**src/rtl/code_lock_if.sv**
```systemverilog
// code_lock_if: code/button inputs and lock status outputs of the code lock controller
interface code_lock_if #(
  parameter int CODE_W = 7,
  parameter int MAX_TRIES = 3
);
  logic [CODE_W-1:0] code_in;
  logic enter_btn;
  logic set_btn;
  logic opened;
  logic alarm;
  logic locked_out;
  logic [$clog2(MAX_TRIES+1)-1:0] tries_left;
  logic [2:0] state;
  modport master (output code_in, enter_btn, set_btn, input opened, alarm, locked_out, tries_left, state);
  modport slave (input code_in, enter_btn, set_btn, output opened, alarm, locked_out, tries_left, state);
endinterface

```
**src/rtl/code_lock_ctrl.sv**
```systemverilog
// code_lock_ctrl: settable-code lock FSM with failure lockout, entry/relock timeouts and alarm blink
module code_lock_ctrl #(
  parameter int CODE_W = 7,
  parameter logic [CODE_W-1:0] DEFAULT_CODE = '0,
  parameter int MAX_TRIES = 3,
  parameter int TIMEOUT_CYCLES = 65535,
  parameter int LOCKOUT_CYCLES = 65535,
  parameter int BLINK_BIT = 8
) (
  input logic clk,
  input logic rst_n,
  code_lock_if.slave bus
);
  localparam int FW = $clog2(MAX_TRIES + 1);
  localparam int TW = $clog2(TIMEOUT_CYCLES > LOCKOUT_CYCLES ? TIMEOUT_CYCLES : LOCKOUT_CYCLES);
  typedef enum logic [2:0] {
    IDLE = 3'b000, SET_AWAIT = 3'b001, OPENED = 3'b010,
    ALARM = 3'b011, INPUT = 3'b100, LOCKOUT = 3'b101
  } state_t;
  state_t state_q, state_n;
  logic [CODE_W-1:0] code_q, code_n;
  logic [FW-1:0] fail_q, fail_n;
  logic [TW-1:0] timer_q;
  logic [BLINK_BIT:0] blink_q;
  logic [1:0] ent_s, set_s, arm;
  logic ent_h, set_h, enter_ev, set_ev, ent, tmo, lock_done;
  // history is forced high until the synchroniser has filled, so a button held through reset stays silent
  always_ff @(posedge clk or negedge rst_n)
    if (!rst_n) begin
      ent_s <= '0;
      set_s <= '0;
      ent_h <= 1'b1;
      set_h <= 1'b1;
      arm <= '0;
      blink_q <= '0;
    end else begin
      ent_s <= {ent_s[0], bus.enter_btn};
      set_s <= {set_s[0], bus.set_btn};
      ent_h <= ent_s[1] | ~arm[1];
      set_h <= set_s[1] | ~arm[1];
      arm <= {arm[0], 1'b1};
      blink_q <= blink_q + 1'b1;
    end
  assign enter_ev = ent_s[1] & ~ent_h;
  assign set_ev = set_s[1] & ~set_h;
  assign ent = enter_ev & ~set_ev;
  assign tmo = timer_q == TW'(TIMEOUT_CYCLES - 1);
  assign lock_done = timer_q == TW'(LOCKOUT_CYCLES - 1);
  always_ff @(posedge clk or negedge rst_n)
    if (!rst_n) begin
      state_q <= IDLE;
      code_q <= DEFAULT_CODE;
      fail_q <= '0;
      timer_q <= '0;
    end else begin
      state_q <= state_n;
      code_q <= code_n;
      fail_q <= fail_n;
      timer_q <= (state_n != state_q) ? '0 : (&timer_q) ? timer_q : timer_q + 1'b1;
    end
  always_comb begin
    state_n = state_q;
    code_n = code_q;
    fail_n = fail_q;
    case (state_q)
      IDLE: state_n = ent ? INPUT : IDLE;
      INPUT:
        if (ent) begin
          if (bus.code_in == code_q) begin
            state_n = OPENED;
            fail_n = '0;
          end else begin
            fail_n = fail_q + 1'b1;
            state_n = (fail_n == FW'(MAX_TRIES)) ? LOCKOUT : ALARM;
          end
        end else if (set_ev || tmo) state_n = IDLE;
      OPENED: state_n = set_ev ? SET_AWAIT : (ent || tmo) ? IDLE : OPENED;
      SET_AWAIT: begin
        code_n = set_ev ? bus.code_in : code_q;
        state_n = (set_ev || ent || tmo) ? IDLE : SET_AWAIT;
      end
      ALARM: state_n = ent ? IDLE : ALARM;
      LOCKOUT:
        if (lock_done) begin
          state_n = IDLE;
          fail_n = '0;
        end
      default: state_n = IDLE;
    endcase
  end
  assign bus.opened = state_q == OPENED;
  assign bus.locked_out = state_q == LOCKOUT;
  assign bus.alarm = (state_q == ALARM || state_q == LOCKOUT) & blink_q[BLINK_BIT];
  assign bus.tries_left = FW'(MAX_TRIES) - fail_q;
  assign bus.state = state_q;
endmodule

```
**src/flat_wrapper.sv**
```systemverilog
// flat-port wrapper written by rule: the top's interface ports become plain ports
module code_lock_ctrl_flat 
#(
  parameter int CODE_W = 7,
  parameter logic [CODE_W-1:0] DEFAULT_CODE = '0,
  parameter int MAX_TRIES = 3,
  parameter int TIMEOUT_CYCLES = 65535,
  parameter int LOCKOUT_CYCLES = 65535,
  parameter int BLINK_BIT = 8
)
  (clk, rst_n, bus_code_in, bus_enter_btn, bus_set_btn, bus_opened, bus_alarm, bus_locked_out, bus_tries_left, bus_state);
  code_lock_if #(.CODE_W(CODE_W), .MAX_TRIES(MAX_TRIES)) bus_i ();
  input logic clk;
  input logic rst_n;
  input wire logic [$bits(bus_i.code_in)-1:0] bus_code_in;
  input wire logic [$bits(bus_i.enter_btn)-1:0] bus_enter_btn;
  input wire logic [$bits(bus_i.set_btn)-1:0] bus_set_btn;
  output wire logic [$bits(bus_i.opened)-1:0] bus_opened;
  output wire logic [$bits(bus_i.alarm)-1:0] bus_alarm;
  output wire logic [$bits(bus_i.locked_out)-1:0] bus_locked_out;
  output wire logic [$bits(bus_i.tries_left)-1:0] bus_tries_left;
  output wire logic [$bits(bus_i.state)-1:0] bus_state;
  assign bus_i.code_in = bus_code_in;
  assign bus_i.enter_btn = bus_enter_btn;
  assign bus_i.set_btn = bus_set_btn;
  assign bus_opened = bus_i.opened;
  assign bus_alarm = bus_i.alarm;
  assign bus_locked_out = bus_i.locked_out;
  assign bus_tries_left = bus_i.tries_left;
  assign bus_state = bus_i.state;
  code_lock_ctrl #(.CODE_W(CODE_W), .DEFAULT_CODE(DEFAULT_CODE), .MAX_TRIES(MAX_TRIES), .TIMEOUT_CYCLES(TIMEOUT_CYCLES), .LOCKOUT_CYCLES(LOCKOUT_CYCLES), .BLINK_BIT(BLINK_BIT)) u_core (.clk(clk), .rst_n(rst_n), .bus(bus_i));
endmodule
```
**config.mk**
```make
export PLATFORM = sky130hd
export DESIGN_NAME = code_lock_ctrl_flat
export DESIGN_NICKNAME = d
export VERILOG_FILES = /design/src/rtl/code_lock_if.sv /design/src/rtl/code_lock_ctrl.sv /design/src/flat_wrapper.sv
export SDC_FILE = /design/constraint.sdc
export NUM_CORES = 1
export LEC_CHECK = 0
export BUFFER_PORTS_ARGS = -buffer_cell sky130_fd_sc_hd__buf_2
export CORE_AREA = 8 8 74 101
export DETAILED_ROUTE_END_ITERATION = 7
export DIE_AREA = 0 0 82 109
export HOLD_SLACK_MARGIN = 0.06
export PLACE_DENSITY_LB_ADDON = 0.12
export RECOVER_POWER = 100
export SYNTH_ARGS = -nofsm -noshare
export SYNTH_HDL_FRONTEND = slang
export SYNTH_SLANG_ARGS = --single-unit
export TNS_END_PERCENT = 50
```
**constraint.sdc**
```tcl
create_clock -name clk -period 4 [get_ports clk]
set_input_delay 0.2 -clock clk [delete_from_list [all_inputs] [get_ports clk]]
set_output_delay 0.2 -clock clk [all_outputs]
set_load 0.05 [all_outputs]
```
==> results.md <==
- Crit start category: flip-flop
- Nets: 256
- Post-Synth Adder-Cell Area: 0.0217
- Fmax: 0.402 GHz
- Total congestion overflow: 0
- Worst skew pair latency: 0.30 ns
- Vias in the first global route: 1756
- Post-synthesis compound-gate area fraction: 0.0883
- Max_cap viols: 1
- Crit path DAT: 2.73 ns
- Worst slew margin: -0.590
- Min Tclk post-route: 2.49 ns
- Uppermost routed layer: met4
- Initial core utilization: 0.383
- DR vias/cell: 5.57
- Worst hold path class: in2reg
- Detailed Route WL: 4680 um
- Met3 wire length: 145 um
- CP Capture Type: flip-flop
- Synth area leaders: dfrtp_1, xnor2_1, and3_1
- Mean Syn Cell Area: 10.5 um2
- Reg area: 1130 um2
- GRT Total Usage: 0.115
- Die Width: 82 um
- Routed length on met2: 2410 um
- Unrepaired setup endpoints after global routing: false
- Util after Layout: 0.426
- I/O Buffers: 18
- CTS tree: built
- DP Area: 2460 um2
- Status: finished with violations
- Routed len/inst: 14.9 um
- Setup violations, final: 0
- Clk_skew: 0.0101 ns
- Final hold violations: 0
- Clock Path Buffers: 2
- Area taken by multi-input logic gates: 1110 um2
- Syn_nets: 235
- Clock sinks: 45
- Fillers: 612
- Post-synthesis sequential area ratio: 0.488
- ANT cells: 0
- Mux share of post-synthesis cell area: 0.0390
- Final worst slack: 1.51 ns
- Flops & latches, synth: 45
- Core area: 6040 um2
- Period utilization: 0.621
- CP max FO: 16
- I/O pin count: 19
- Final TNS setup: 0 ns
- First-pass DRT Iterations: 4
- DRC errors left: 0
- Die Y: 109 um
- Routability Congestion: 0.867
- Asr flop ratio synth: 1.00
- Root buffer cell: clkbuf_8
- Final ANT Viol Nets: 0
- Simple-Gate Fraction of Synth Area: 0.240
- Dpl cells: 304
- Post-Synthesis Cells: 220
- Iteration-0 DRC Markers: 91
- Detailed-routing wirelength on met1: 2070 um
- Antenna violations before repair: 0
- Die Area: 8940 um2
- Distinct cells, synth: 48
- First-pass GRT wire length: 8050 um
- Power Total: 1.41 mW
- H-tree depth: 2
- Largest area contributor in the netlist: dfrtp_1
- Row count: 34
- Post-Layout Inst Area: 2570 um2
- Post-synth EDFFs: 0
- Slew @ Worst Pin: 2.39 ns
- Power Density: 547 nW/um2
- Largest net degree at the start of global routing: 46
- Worst hold-check slack: 0.156 ns
- VDD IR max: 0.402 mV
- Lkg Pwr: 1.16 nW
- Routed vias: 1749
- YS warnings: 0
- Layout cell share with drive strength beyond 1: 0.136
- Failing checks: capacitance limit, slew limit
- Fin cells: 314
- Largest family of logic cells by synthesized area: simple AND/OR/NAND/NOR gates
- Synth Area in XOR/XNOR: 0.0947
- WP data required: 4.25 ns
- Reg clk slew, reported paths: 0.09 ns
- Share of the synthesized area in the top cell type: 0.466
- Post-synth top flop: dfrtp_1
- Worst slack at placement: 1.45 ns
- Num CTS Buffers: 5
- Final Max Slew Viols: 46
- Critical path class: reg2reg
- Detailed placement HPWL: 3330 um
- Post-Syn Area: 2310 um2
- Area delta synth->final: 11.3%
layer usage:
metal	global-route usage	up-vias
met5	0	-
met4	0.0466	0
met3	0.0281	5
met2	0.203	31
met1	0.128	871
li1	-	842
kinds of logic after synthesis:
| logic type | Yosys count |
|---|---|
| muxes | 8 |
| buffers and inverters | 13 |
| AOI/OAI and AO/OA | 28 |
| xor gates and xnor gates | 25 |
| and+or+nand+nor | 96 |
| other | 1 |
| adders and majority gates | 4 |
| DFF | 45 |
cell usage after synthesis (2+ instances only):
library cell and instances:
a221o_1 2, nand2b_1 4, or4_1 2, clkbuf_1 4
xor2_1 5, ha_1 4, o211ai_1 2, inv_1 6
xnor2_1 20, dfrtp_1 43, nor3_1 3, a21oi_1 5
nand2_1 15, nand4_1 10, nor2_1 9, dfstp_2 2
and3_1 20, nand3_1 14, o21ai_0 8, nor4_1 6
or3_1 2, mux2_2 8
state kept, by name, summed over array words and instances, names as in the netlist:
signal,cells
u_core.set_h,1
u_core.bus.state,3
u_core.set_s,2
u_core.code_q,7
u_core.fail_q,2
u_core.ent_h,1
u_core.arm,2
u_core.ent_s,2
u_core.blink_q,9
u_core.timer_q,16
power by group:
| group | switching, mW | internal [mW] |
|---|---|---|
| registers | 0.0992 | 0.535 |
| logic | 0.259 | 0.166 |
| clock network | 0.161 | 0.188 |
| total | 0.519 | 0.889 |
final timing paths:
| kind | start | to | slack, ns | depth (start not counted) |
|---|---|---|---|---|
| max reg2reg | u_core.timer_q[5] | u_core.timer_q[5] | 1.51 | 5 |
| max in group asynchronous | rst_n | u_core.set_s[1] | 2.03 | 1 |
| min in group asynchronous | rst_n | u_core.bus.state[2] | 0.62 | 1 |
| min reg2reg | u_core.ent_s[0] | u_core.ent_s[1] | 0.35 | 0 |
| min | bus_code_in[2] | u_core.code_q[2] | 0.16 | 2 |
| max | u_core.timer_q[5] | u_core.timer_q[5] | 1.51 | 5 |
timing repair:
action | 4_1_cts | 5_1_grt
gates resized for setup | 0 | 0
setup endpoints to repair | 0 | 0
hold endpoints to repair | 2 | 0
hold buffers | 2 | 0
setup buffers | 0 | 0
layout make-up:
class                   instances  share of cell area
flip-flops and latches         45               0.439
inverters                       6             0.00875
well taps                      72              0.0350
clock inverters                 2              0.0151
multi-input cells             162               0.433
clock buffers                   6              0.0282
repair buffers                 21              0.0413
cell usage in the layout (no fill, tap or decap), types with 3 or more instances in the layout:
| master | instances |
|---|---|
| o21ai_0 | 8 |
| ha_1 | 4 |
| nor4_1 | 6 |
| clkbuf_8 | 5 |
| mux2_2 | 8 |
| and3_1 | 20 |
| nand3_1 | 14 |
| xor2_1 | 5 |
| nand4_1 | 10 |
| clkbuf_1 | 10 |
| buf_2 | 9 |
| xnor2_1 | 20 |
| a21oi_1 | 5 |
| dfrtp_1 | 43 |
| nor3_1 | 3 |
| nand2_1 | 15 |
| nand2b_1 | 4 |
| inv_1 | 6 |
| nor2_1 | 9 |
worst max-delay path: stages (launching register included):
cell and delay (ns):
dfrtp_1 0.42, nand4_1 0.39, nor4_1 0.13, o32a_1 0.37
o211ai_1 0.79, and3_2 0.32
(Power assumes the default switching activity.)
